==> config.mk <==
export PLATFORM = sky130hd
export DESIGN_NAME = axis_s
export DESIGN_NICKNAME = d
export VERILOG_FILES = /design/src/rtl/axis_pkg.sv /design/src/rtl/d0fifo.sv /design/src/rtl/axis_s.sv
export SDC_FILE = /design/constraint.sdc
export NUM_CORES = 1
export LEC_CHECK = 0
export CAP_MARGIN = 20
export CORE_MARGIN = 8
export CORE_UTILIZATION = 40
export DETAILED_ROUTE_END_ITERATION = 10
export PLACE_DENSITY = 0.62
export SYNTH_ARGS = -nofsm -noshare
export SYNTH_HDL_FRONTEND = slang
export SYNTH_SLANG_ARGS = --single-unit
==> constraint.sdc <==
create_clock -name clk -period 3.1 [get_ports clk]
set_input_delay 0.93 -clock clk [delete_from_list [all_inputs] [get_ports clk]]
set_output_delay 0.93 -clock clk [all_outputs]
set_load 0.05 [all_outputs]
==> src/rtl/axis_pkg.sv <==
// Shared AXI-Stream endpoint types: receiver and transmitter FSM states and buffer depth.
// Combinational declarations only; no latency or flow-control behaviour of its own.
package axis_pkg;

  typedef enum logic {
    RX_IDLE = 1'b0,
    RX_RUN  = 1'b1
  } rx_state_t;

  typedef enum logic [1:0] {
    TX_IDLE = 2'd0,
    TX_RUN  = 2'd1,
    TX_WAIT = 2'd2
  } tx_state_t;

  localparam int AXIS_BUF_DEPTH = 4;

endpackage

==> src/rtl/d0fifo.sv <==
// Generic synchronous FIFO with optional full/empty/valid/peek/flush; write visible one cycle later.
// Push while full is taken only when a pop retires the head entry in the same cycle.
module d0fifo #(
  parameter int WIDTH    = 8,
  parameter int SIZE     = 4,
  parameter bit FULL_EN  = 1'b1,
  parameter bit EMPTY_EN = 1'b1,
  parameter bit VALID_EN = 1'b1,
  parameter bit PEEK_EN  = 1'b1,
  parameter bit FLUSH_EN = 1'b0
) (
  input  logic             clk,
  input  logic             rst_n,
  input  logic             flush,
  input  logic             push,
  input  logic [WIDTH-1:0] push_dat,
  input  logic             pop,
  output logic [WIDTH-1:0] pop_dat,
  output logic             full,
  output logic             empty,
  output logic             valid
);

  localparam int AW = (SIZE > 1) ? $clog2(SIZE) : 1;
  localparam int CW = AW + 1;

  logic [WIDTH-1:0] mem [SIZE];
  logic [AW-1:0]    wr_ptr;
  logic [AW-1:0]    rd_ptr;
  logic [CW-1:0]    cnt;
  logic             is_full;
  logic             is_empty;
  logic             do_push;
  logic             do_pop;
  logic             flush_i;

  assign is_full  = (cnt == CW'(SIZE));
  assign is_empty = (cnt == '0);
  assign do_pop   = pop && !is_empty;
  assign do_push  = push && (!is_full || do_pop);
  assign flush_i  = FLUSH_EN ? flush : 1'b0;

  assign full  = FULL_EN  ? is_full  : 1'b0;
  assign empty = EMPTY_EN ? is_empty : 1'b0;
  assign valid = VALID_EN ? do_pop   : 1'b0;

  always_ff @(posedge clk or negedge rst_n) begin
    if (!rst_n) begin
      wr_ptr <= '0;
      rd_ptr <= '0;
      cnt    <= '0;
    end else if (flush_i) begin
      wr_ptr <= '0;
      rd_ptr <= '0;
      cnt    <= '0;
    end else begin
      if (do_push) begin
        wr_ptr <= (wr_ptr == AW'(SIZE - 1)) ? '0 : wr_ptr + 1'b1;
      end
      if (do_pop) begin
        rd_ptr <= (rd_ptr == AW'(SIZE - 1)) ? '0 : rd_ptr + 1'b1;
      end
      case ({do_push, do_pop})
        2'b10:   cnt <= cnt + 1'b1;
        2'b01:   cnt <= cnt - 1'b1;
        default: cnt <= cnt;
      endcase
    end
  end

  // Storage is not reset; occupancy alone decides what is readable.
  always_ff @(posedge clk) begin
    if (do_push) begin
      mem[wr_ptr] <= push_dat;
    end
  end

  generate
    if (PEEK_EN) begin : g_peek
      assign pop_dat = mem[rd_ptr];
    end else begin : g_reg
      logic [WIDTH-1:0] dat_q;
      always_ff @(posedge clk or negedge rst_n) begin
        if (!rst_n) begin
          dat_q <= '0;
        end else if (do_pop) begin
          dat_q <= mem[rd_ptr];
        end
      end
      assign pop_dat = dat_q;
    end
  endgenerate

endmodule

==> src/rtl/axis_s.sv <==
// AXI-Stream frame receiver: length-checked frames into a 4-entry peek buffer, beats visible 1 cycle after accept.
// tready follows buffer space (or a same-cycle pop) while armed; done/errors are registered, 1 cycle after the last beat.
module axis_s
  import axis_pkg::*;
#(
  parameter int WIDTH     = 32,
  parameter int LEN_WIDTH = 10
) (
  input  logic                 clk,
  input  logic                 rst_n,
  input  logic [WIDTH-1:0]     s_axis_tdata,
  input  logic                 s_axis_tvalid,
  output logic                 s_axis_tready,
  input  logic                 s_axis_tlast,
  input  logic                 pop,
  output logic                 valid_out,
  output logic [WIDTH-1:0]     data_out,
  output logic                 last_out,
  input  logic                 config_valid,
  input  logic [LEN_WIDTH-1:0] config_len,
  output logic                 done,
  output logic                 err_early,
  output logic                 err_late,
  output logic                 err_cfg,
  output logic [LEN_WIDTH-1:0] len_rcv
);

  rx_state_t            state;
  logic [LEN_WIDTH-1:0] count;
  logic [LEN_WIDTH-1:0] len_store;
  logic                 buf_full;
  logic                 buf_empty;
  logic                 beat_acc;
  logic                 term;
  logic [WIDTH:0]       buf_out;

  // A pop in the same cycle frees a slot, so a full buffer need not stall upstream.
  assign s_axis_tready = (state == RX_RUN) && (!buf_full || pop);
  assign beat_acc      = s_axis_tvalid && s_axis_tready;
  assign term          = s_axis_tlast || (count == len_store);

  always_ff @(posedge clk or negedge rst_n) begin
    if (!rst_n) begin
      state     <= RX_IDLE;
      count     <= LEN_WIDTH'(1);
      len_store <= '0;
      len_rcv   <= '0;
      done      <= 1'b0;
      err_early <= 1'b0;
      err_late  <= 1'b0;
      err_cfg   <= 1'b0;
    end else begin
      done    <= 1'b0;
      err_cfg <= 1'b0;
      case (state)
        RX_IDLE: begin
          if (config_valid) begin
            if (config_len != '0) begin
              len_store <= config_len;
              count     <= LEN_WIDTH'(1);
              state     <= RX_RUN;
            end else begin
              err_cfg <= 1'b1;
            end
          end
        end
        RX_RUN: begin
          if (beat_acc) begin
            if (term) begin
              state     <= RX_IDLE;
              len_rcv   <= count;
              count     <= LEN_WIDTH'(1);
              done      <= 1'b1;
              err_early <= s_axis_tlast && (count < len_store);
              err_late  <= !s_axis_tlast && (count == len_store);
            end else begin
              count <= count + 1'b1;
            end
          end
        end
        default: state <= RX_IDLE;
      endcase
    end
  end

  d0fifo #(
    .WIDTH    (WIDTH + 1),
    .SIZE     (AXIS_BUF_DEPTH),
    .FULL_EN  (1'b1),
    .EMPTY_EN (1'b1),
    .VALID_EN (1'b1),
    .PEEK_EN  (1'b1),
    .FLUSH_EN (1'b0)
  ) u_buf (
    .clk      (clk),
    .rst_n    (rst_n),
    .flush    (1'b0),
    .push     (beat_acc),
    .push_dat ({term, s_axis_tdata}),
    .pop      (pop),
    .pop_dat  (buf_out),
    .full     (buf_full),
    .empty    (buf_empty),
    .valid    (valid_out)
  );

  assign data_out = buf_out[WIDTH-1:0];
  assign last_out = buf_out[WIDTH];

endmodule
[Yosys cells after proc, flatten, opt, wreduce, memory -nomap -nowiden]
Memories as Yosys holds them, arrays and structs flattened.
Cells that the tools add are included.
Widths: inputs -> output; s select.
Storage, ports and cells
  register bits: 42
  bits in writable memories: 132
  bits of input ports: 48
  output and inout bits: 49
  word-level logic and storage cells: 67
  memories: 1
Operators by class
  $add $sub $neg: 5
  order comparisons: 1
  eq/ne operators: 9
  multiplexer cells: 21
  bitwise operators: 1
  reduce and logical (&&, ||, !) cells: 18
Memory list
  u_buf.mem: words 4, bits a word 33, read ports 1, clocked after Yosys merged registers in 0, wr ports 1, RTL line d0fifo.sv:27  | logic [WIDTH-1:0] mem [SIZE];
Operators by type and width (count)
  $mux 10: 4
  $pmux 10 s2: 1
  $mux 1: 12
  $add 10x1->10 const B: 1
  $eq 10x10->1: 1
  $lt 10x10->1: 1
  $reduce_bool 10->1: 1
  $reduce_and 3->1: 3
  $eq 2x2->1 const B: 3
  $logic_and 1x1->1: 6
  $pmux 3 s2: 1
  $add 2x1->2 const B: 2
  $mux 2: 2
  $ne 2x2->1 const B: 2
  $add 3x1->3 const B: 1
  $eq 3x3->1 const B: 1
  $logic_not 1->1: 3
  $logic_not 3->1: 1
  $logic_or 1x1->1: 3
  $sub 3x1->3 const B: 1
  $eq 2x1->1 const B: 1
  $ne 2x1->1 const B: 1
  $pmux 1 s2: 1
  $reduce_bool 2->1: 1
  $not 1->1: 1

[Longest topological paths before layout]
Gate-level depths: netlist of the first run.
  depth after elaboration: 8
  depth in mapped cells: 10
  gate-level depth less buffers: 9

[Hierarchy]
From an unflattened synthesis of the first run, not the netlist that was laid out.
Unflattened totals
  cell total of the unflattened synthesis: 386
  area, all modules: 7131.8 um^2
By module, submodules not included
  d0fifo: times used 1, cells each 227, area each 5288.8 um^2, seq. area each 4139.0 um^2
  axis_s: times used 1, cells each 159, area each 1843.0 um^2, seq. area each 877.1 um^2

[Worst setup path after synthesis of the first run]
No wires, ideal clock.
  path kind: in2reg
  start point: in pop
  end point: mem u_buf.mem[3][0] in the netlist's numbering (enable)
  library setup time: 0.393 ns
  arrival time: 2.449 ns
  data required time: 2.707 ns
  path slack: 0.258 ns
  stages: 5
  buffers on the path: 2
  path through: or4b_1 and3_1 buf_6 clkbuf_1 and2_1
On the way
  word-level cells in the longest chain between the ends: 6
  elaborated cells between the ends (all ways): 8
  those cells by class: mux: 2; reduce/logical: 6
Ends and longest elaborated chain
  start: declaration: RTL line axis_s.sv:15  | input logic pop,
  $logic_or 1x1->1: RTL line axis_s.sv:38  | assign s_axis_tready = (state == RX_RUN) && (!buf_full || pop);
  $logic_and 1x1->1: RTL line axis_s.sv:38
  $logic_and 1x1->1: RTL line axis_s.sv:39  | assign beat_acc = s_axis_tvalid && s_axis_tready;
  $logic_and 1x1->1 *: RTL line d0fifo.sv:40  | assign do_push = push && (!is_full || do_pop);
  $mux 1 *: RTL line d0fifo.sv:73  | if (do_push) begin
  $mux 1 (not written as such) *: RTL line d0fifo.sv:74  | mem[wr_ptr] <= push_dat;
  end: declaration: RTL line d0fifo.sv:27
Every way passes the cells marked *; elsewhere a longest branch is shown, timed or not.

[Worst setup path in the final report of the first run]
  start point: reg u_buf.rd_ptr[0]
  end point: out data_out[20]
On the way
  word-level cells in the longest chain between the ends: 1
Ends and longest elaborated chain
  start: declaration: RTL line d0fifo.sv:29  | logic [AW-1:0] rd_ptr;
  start signal: assignment: RTL line d0fifo.sv:61  | rd_ptr <= (rd_ptr == AW'(SIZE - 1)) ? '0 : rd_ptr + 1'b1;
  $mem_v2 4x33
  end: declaration: RTL line axis_s.sv:17  | output logic [WIDTH-1:0] data_out,
No other way between the ends.

==> results.py, run 1 <==
metrics = {
    "power_and_ir_drop": {
        "leakage_nw": 3.444,
        "p_clk_frac": 0.229,
        "power.sequential.fraction": 0.331,
        "fraction_of_power_consumed_by_combinational_cells": 0.440,
        "p_int_mw": 6.260,
        "switching_share": 0.3480,
        "ir_worst_vdd_uv": 651.2,
        "post-layout-total-power_mw": 9.601,
        "power_density_nw_per_um2": 1031,
        "netSwitchingPower_mw": 3.341,
    },
    "cts": {
        "insertion_delay_ps": 420,
        "holdBufCountCts": 0,
        "clock_sink_count": 174,
        "tritoncts_clock_tree": "done",
        "ctsHtreeMaxLevel": 4,
        "cts_max_path_buffers": 2,
        "root_buffer": "clkbuf_16",
        "cts_inserted_buffers": 17,
        "clk_transition_reported_paths_ps": 60,
    },
    "setup_path": {
        "crit_path_max_fanout": 10,
        "path_cells": "buf_4, mux4_2, buf_12",
        "startpoint_type": "register",
        "crit_family": "multiplexers",
        "largest_stage_delay_on_the_critical_path_ps": 580,
        "path_buf_inv": 2,
        "end_kind": "output pin",
        "timing.critical_path.required_ps": 2170,
        "critical_path.slowest_cell": "mux4_2",
        "arrival_time_of_data_at_the_critical_path_endpoint_ps": 2020,
        "worst-setup-path-type": "register to output pin",
    },
    "sta": {
        "period_minus_slack_ps": 2952,
        "timing.fmax_ghz": 0.3387,
        "fin_crit_sh": 0.9524,
        "clock-skew-final_ps": 10.43,
        "timing_worst_slew_pin_value_ps": 933.1,
        "final-setup-viol-count": 0,
        "hold_viol_final": 0,
        "rsz_0062_raised_after_global_routing": "no",
        "maxSlewHeadroom": 0.3769,
        "drv_slew": 0,
    },
    "detailed_routing": {
        "residual_drc": 0,
        "route.detailed.vias_per_inst": 5.158,
        "detail_route.wl_per_cell_microns": 19.06,
        "drt_iter0_markers": 239,
        "drt_pre_antenna_iters": 7,
        "via_count": 3796,
        "wirelength_routed_microns": 14030,
        "antenna_violating_nets_post_route": 0,
    },
    "die": {
        "placement_rows": 48,
        "dieHeight_microns": 148.3,
        "die-area_sq_um": 21990,
        "horizontal_die_dimension_microns": 148.3,
        "boundaryPins": 97,
        "design.core.area_sq_um": 17180,
        "floorplan.initialDensity": 0.4075,
    },
    "cells_and_area": {
        "flow.area_growth_from_synthesis_pct": 33.11,
        "final_common_cell": "edfxtp_1",
        "n_antenna_cell": 0,
        "nets": 566,
        "final_cell_area_sq_um": 9316,
        "layout.cells.most_common_list": "edfxtp_1, clkdlybuf4s50_1, dfrtp_1",
        "fraction_of_layout_instances_using_a_drive_strength_above_1": 0.2720,
    },
    "placed_design": {
        "placedInstanceArea_sq_um": 8692,
        "detailed_place_hpwl_microns": 9593,
        "port_buffers": 96,
        "place_congestion": 0.7842,
    },
    "logic_synthesis": {
        "postSynthRegisterBits": 174,
        "post-synth-top-area-fraction": 0.5663,
        "synth.top_cells.by_area": "edfxtp_1, dfrtp_1, mux4_2",
        "synthesis.area_per_instance_sq_um": 18.32,
        "ys_async_sr_fraction": 0.2414,
        "yosys.cell_types.count": 45,
        "synth_fp_nets": 448,
        "syn_area_sq_um": 6999,
        "ys.warnings.count": 0,
        "netlist_instances": 382,
        "yosysTopAreaCell": "edfxtp_1",
        "synth-edff-count": 132,
        "ys.flop_type": "edfxtp_1",
        "synth.yosys.seq_area_share": 0.7167,
    },
    "global_routing": {
        "grt_pass1_wl_microns": 22850,
        "antenna_found_initial": 0,
        "globalRouteOverflowTotal": 0,
        "total_routing_usage_gr": 0.1354,
        "largest_net_degree_at_the_start_of_global_routing": 43,
        "grt_pass1_vias": 4306,
    },
    "hold_path": {
        "worstHoldPathType": "register to register",
    },
    "outcome": {
        "outcome": "finished, final reports clean",
    },
    "flow_run": {
        "drv_cap": 0,
    },
}
[what timing repair did]
item | CTS | global route
buffers inserted | 0 | 0
resized for setup | 4 | 0
setup endpoints to repair | 1 | 0
[power groups by stage]
stage / Sequential (mW) / Combinational [mW] / Clock (mW)
after floorplan: 3.25 / 2.35 / 0
after global placement: 3.21 / 4.23 / 0
after detailed placement: 3.23 / 4.28 / 0
after CTS: 3.19 / 4.31 / 2.26
after global routing: 3.23 / 4.48 / 2.35
final: 3.18 / 4.22 / 2.20
[through the flow]
step	setup TNS, ps	utilization	hold slack, ps	setup WS [ps]	instances
after floorplan	0	-	457.0	257.7	382
after global placement	-267.2	0.5060	473.0	-176.4	706
after detailed placement	-370.0	0.5060	495.5	-210.3	706
after CTS	0	0.5424	500.7	97.51	736
after global routing	0	0.5424	524.9	25.77	736
final	0	0.5424	502.8	147.6	736
[path summary, 6_finish.rpt]
path	depth (start not counted)	endpoint	start	slack (ps)
worst min-delay path	1	u_buf.cnt[2]	u_buf.cnt[2]	500
worst min register to register	1	u_buf.cnt[2]	u_buf.cnt[2]	500
max in group asynchronous	1	u_buf.rd_ptr[0]	rst_n	1810
worst max register to register	5	count[7]	count[6]	530
min in group asynchronous	1	len_store[8]	rst_n	650
worst max-delay path	3	data_out[20]	u_buf.rd_ptr[0]	150
[synthesized netlist by cell type, types with 2 or more instances]
cell type and instances:
edfxtp_1 132, dfrtp_1 41, mux4_2 33, inv_1 21, ha_1 17, o21ai_0 15, nand2_1 14, a21oi_1 9
and2_1 9, clkbuf_1 8, mux2_4 7, nand3_1 6, nor2_1 6, nor3_1 6, nor4_1 6, mux2_2 5
a221o_1 4, a21o_1 3, and3_1 3, buf_2 3, nand4_1 3, o2bb2ai_1 3, nor2_4 2, nor2b_1 2
o31ai_1 2, or3_1 2, xor2_1 2
[metal layers]
metal	GRT usage	routed length (microns)	vias up
met5	0	0	-
met4	0.04284	122	0
met3	0.04558	720	12
met2	0.2212	6996	114
met1	0.1666	6191	1933
li1	-	-	1737
[cell families (layout without fill, tap and decap cells)]
logic type / after synthesis / after routing / synth area share
muxes: 45 / 45 / 0.1292
and+or+nand+nor: 62 / 62 / 0.04827
adders and majority gates: 18 / 18 / 0.03325
xor gates and xnor gates: 3 / 3 / 0.003755
AOI/OAI and AO/OA: 45 / 45 / 0.04505
buffers and inverters: 35 / 164 / 0.02378
DFF: 174 / 174 / 0.7167
[final cells by class]
cell class	instances	area, sq um
clock buffer	17	425.4
clock inverter	13	190.2
fill	1406	7860
inverter	22	95.09
multi-input combinational	173	1828
sequential	174	5017
tap	225	281.5
timing repair buffer	112	1479
[sequential cells by signal, indices dropped and copies added, names as in the netlist]
signal / cells
done: 1
state: 1
len_store: 10
err_late: 1
err_cfg: 1
u_buf.wr_ptr: 2
u_buf.cnt: 3
err_early: 1
len_rcv: 10
u_buf.rd_ptr: 2
count: 10
u_buf.mem: 132
Note: power is estimated with default switching activity, not from simulation.
==> inputs of run 2 (changes only) <==
--- a/config.mk
+++ b/config.mk
@@ -10,6 +10,7 @@
 export CORE_UTILIZATION = 40
 export DETAILED_ROUTE_END_ITERATION = 10
 export PLACE_DENSITY = 0.62
+export RECOVER_POWER = 100
 export SYNTH_ARGS = -nofsm -noshare
 export SYNTH_HDL_FRONTEND = slang
 export SYNTH_SLANG_ARGS = --single-unit
==> results.py, run 2 (same netlist as run 1, synthesis figures left out) <==
metrics = {
    "global_routing": {
        "largest_net_degree_at_the_start_of_global_routing": 43,
        "grt_pass1_vias": 4306,
        "grt_pass1_wl_microns": 22850,
        "total_routing_usage_gr": 0.1354,
        "antenna_found_initial": 1,
        "globalRouteOverflowTotal": 0,
    },
    "die": {
        "dieHeight_microns": 148.3,
        "boundaryPins": 97,
        "floorplan.initialDensity": 0.4075,
        "design.core.area_sq_um": 17180,
        "placement_rows": 48,
        "die-area_sq_um": 21990,
        "horizontal_die_dimension_microns": 148.3,
    },
    "sta": {
        "timing.fmax_ghz": 0.3357,
        "slack_of_the_critical_path_ps": 120.8,
        "maxSlewHeadroom": 0.3628,
        "rsz_0062_raised_after_global_routing": "no",
        "period_minus_slack_ps": 2979,
        "drv_slew": 0,
        "hold_viol_final": 0,
        "setup_total_negative_slack_ps": 0,
        "worst_hold_slack_ps": 496.6,
        "fin_crit_sh": 0.9610,
        "clock-skew-final_ps": 10.31,
        "timing_worst_slew_pin_value_ps": 955.9,
        "final-setup-viol-count": 0,
    },
    "detailed_routing": {
        "route.detailed.vias_per_inst": 5.167,
        "detail_route.wl_per_cell_microns": 19.06,
        "drt_pre_antenna_iters": 4,
        "via_count": 3808,
        "antenna_violating_nets_post_route": 0,
        "wirelength_routed_microns": 14050,
        "residual_drc": 0,
        "drt_iter0_markers": 227,
    },
    "cts": {
        "post-cts-setup-buffers": 0,
        "root_buffer": "clkbuf_16",
        "holdBufCountCts": 0,
        "ctsHtreeMaxLevel": 4,
        "post_cts_resized": 4,
        "insertion_delay_ps": 420,
        "clk_transition_reported_paths_ps": 60,
        "tritoncts_clock_tree": "done",
        "cts_max_path_buffers": 2,
        "cts_inserted_buffers": 17,
        "clock_sink_count": 174,
    },
    "cells_and_area": {
        "flow.area_growth_from_synthesis_pct": 26.42,
        "final_common_cell": "edfxtp_1",
        "nets": 566,
        "layout.cells.most_common_list": "edfxtp_1, dlygate4sd3_1, dfrtp_1",
        "regMostFlops": "u_buf.mem",
        "final_cell_area_sq_um": 8848,
        "fraction_of_layout_instances_using_a_drive_strength_above_1": 0.2427,
        "non_filler_instance_count_after_layout": 737,
        "fillers": 1470,
        "finish.utilization": 0.5152,
        "flip_flop_count_of_the_largest_register_after_layout": 132,
    },
    "setup_path": {
        "end_kind": "output pin",
        "startpoint_type": "input port",
        "arrival_time_of_data_at_the_critical_path_endpoint_ps": 2050,
        "worst_r2r_path_depth": 5,
        "timing.critical_path.required_ps": 2170,
        "crit_path_max_fanout": 2,
        "worst-setup-path-type": "input port to output pin",
    },
    "placed_design": {
        "detailed_place_hpwl_microns": 9593,
        "port_buffers": 96,
        "placedInstanceArea_sq_um": 8692,
        "placement_stage_worst_setup_slack_ps": -210.3,
        "place_inst": 706,
        "place_congestion": 0.7842,
    },
    "hold_path": {
        "cell_depth_of_the_worst_hold_path": 1,
        "worstHoldPathType": "register to register",
    },
    "outcome": {
        "outcome": "finished, final reports clean",
    },
    "flow_run": {
        "drv_cap": 0,
    },
    "power_and_ir_drop": {
        "post-layout-total-power_mw": 8.752,
        "ir_worst_vdd_uv": 639.7,
        "leakage_nw": 3.303,
        "power_density_nw_per_um2": 989.1,
    },
}
-- run 2: cell count changes in the layout (fill, tap and decap cells not counted), sizes merged --
| cell | change |
|---|---|
| clkdlybuf4s50 | -47 |
| clkbuf | +26 |
| diode | +1 |
| buf | -26 |
| dlygate4sd3 | +47 |
-- run 2: worst paths after layout --
check                                  start         endpoint  slack [ps]
worst max-delay path                     pop    s_axis_tready         120
worst min-delay path              len_rcv[8]       len_rcv[8]         500
worst max register to register  u_buf.cnt[1]  u_buf.mem[3][9]         500
worst min register to register    len_rcv[8]       len_rcv[8]         500
max in group asynchronous              rst_n  u_buf.rd_ptr[0]        1810
min in group asynchronous              rst_n     len_store[8]         650
-- run 2: area by class of cell --
type	instances	area [sq um]	share of cell area
Clock inverter	13	190.2	0.02149
Tap cell	225	281.5	0.03182
Clock buffer	17	425.4	0.04808
Antenna cell	1	2.502	0.0002828
Multi-Input combinational cell	173	1790	0.2023
Inverter	22	95.09	0.01075
Sequential cell	174	5017	0.5670
Timing Repair Buffer	112	1046	0.1182
-- run 2: critical path, stage by stage --
cell and delay, ps:
dlygate4sd2_1 250, or4b_1 500, and2_0 210, buf_6 160
-- run 2: power by group --
part / total (mW) / switching (mW) / internal (mW)
registers: 3.18 / 0.199 / 2.98
clock network: 2.20 / 0.848 / 1.35
logic: 3.38 / 2.15 / 1.22
total: 8.75 / 3.20 / 5.55
-- run 2: layer usage --
layer,up-vias,part of all wire,global-route usage,wire length (microns)
met1,1942,0.44,0.1666,6248
met5,-,0,0,0
met4,0,0.0090,0.04284,127
met2,112,0.50,0.2212,6966
li1,1740,-,-,-
met3,14,0.050,0.04558,708
==> patch: new RTL, config.mk and constraints of run 2 <==
`FULL_EN` is set to 1'b1 in 2 places; all go to 1'b0.
--- a/src/rtl/d0fifo.sv
+++ b/src/rtl/d0fifo.sv
@@ -3,7 +3,7 @@
 module d0fifo #(
   parameter int WIDTH    = 8,
   parameter int SIZE     = 4,
-  parameter bit FULL_EN  = 1'b1,
+  parameter bit FULL_EN  = 1'b0,
   parameter bit EMPTY_EN = 1'b1,
   parameter bit VALID_EN = 1'b1,
   parameter bit PEEK_EN  = 1'b1,
--- a/src/rtl/axis_s.sv
+++ b/src/rtl/axis_s.sv
@@ -86,7 +86,7 @@
   d0fifo #(
     .WIDTH    (WIDTH + 1),
     .SIZE     (AXIS_BUF_DEPTH),
-    .FULL_EN  (1'b1),
+    .FULL_EN  (1'b0),
     .EMPTY_EN (1'b1),
     .VALID_EN (1'b1),
     .PEEK_EN  (1'b1),
Check against the original RTL: not equivalent (a bounded check fails within 10 cycles, from zero or initial values and one cycle with rst_n low).
==> patch against run 2 <==
Die area shrank 0.96%. Total power decreased by 3.0%. Setup slack better by 49 ps. Sequential cell count is the same. Area after synthesis fell by 1.1%. Wire length is 1.7% lower. Cell area fell by 2.4%. Combinational power fell by 3%.
==> patch: results (changes against run 2) <==
Outcome -> finished clean
CTS resizes -> 0 (-4)
Worst Setup EP -> data_out[29]
Non-filler cells, final -> 732 (-0.68%)
WL met2 -> 7.12 mm (+2.2%)
Final GP Congestion -> 0.771 (-1.7%)
Initial antenna violation count -> 2 (+1)
Hold Worst Slack -> 505 ps (+8.13 ps)
Hold Startpoint -> len_rcv[7]$_DFFE_PN0P_
Global-route wire length before repair -> 21.8 mm (-4.8%)
Register fraction of the total cell area -> 58.1% (+1.4 points)
Multi-In Gates -> 168 (-2.9%)
Skew final -> 15.2 ps (+4.88 ps)
Pwr Density -> 983 nW/um^2 (-0.64%)
DR top layer -> met5
Cell family with most CP delay -> multiplexers
List of most frequent post-synthesis cells -> edfxtp_1 (132), dfrtp_1 (41), mux4_2 (33)
Starting DRT DRC Count -> 234 (+3.1%)
Share of layout cells above drive strength 1 -> 25.5% (+1.2 points)
Fillers -> 1,443 (-1.8%)
R2R Path Start -> count[5]$_DFFE_PN0P_
Syn Nets -> 446 (-0.45%)
Clock-cell share of area -> 6.59% (-0.36 points)
Hold EP -> len_rcv[7]$_DFFE_PN0P_
Worst R2R Setup Slack -> 370 ps (-130 ps)
Synth cell types -> 44 (-2.2%)
DP Area -> 8270 um^2 (-4.8%)
Nonclk inv count -> 23 (+4.5%)
Non-clk buf share -> 10.9% (-0.90 points)
Vias/cell -> 5.13 (-0.74%)
Wire length on met3 -> 798 um (+13%)
Critical Path Source -> u_buf.rd_ptr[0]$_DFFE_PN0P_
Lkg Pwr -> 3.24 nW (-2.0%)
Hpwl dp -> 8.96 mm (-6.7%)
Non-CTS buffers -> 109 (-2.7%)
GRT Resource Usage Total -> 13.1% (-0.44 points)
Wl on met1 -> 5.71 mm (-8.6%)
FF-to-FF End -> count[8]$_DFFE_PN0P_
Number of global-route vias before repair -> 4,053 (-5.9%)
Arrival time worst endpoint -> 2000 ps (-50 ps)
[patch: cell types whose count changed after synthesis, moves of 4 or more]
| cell | delta |
|---|---|
| mux2_4 | -7 |
| a31oi_1 | +12 |
| mux2_2 | +6 |
| nand3_1 | -4 |
| or2_2 | +4 |
| a221o_1 | -4 |
| nor4_1 | -4 |
[patch: metrics by stage]
step	worst slack, ps	utilization, %
after floorplan	524	-
after global placement	292	48.3
after detailed placement	92.8	48.3
after CTS	190	51.7
after global routing	69.3	50.5
final	170	50.5
[patch: cell families (layout without fill, tap and decap cells)]
| family | count (synthesis) | count (layout) | synth area share [%] |
|---|---|---|---|
| flops | 174 | 174 | 72.4 |
| compound gates | 52 | 52 | 4.88 |
| simple gates | 51 | 51 | 4.16 |
| mux | 44 | 44 | 12.5 |
| buf+inv | 38 | 164 | 2.26 |
| fa+ha+maj | 18 | 18 | 3.36 |
| xor+xnor | 3 | 3 | 0.380 |
| other cells | 0 | 1 | 0 |
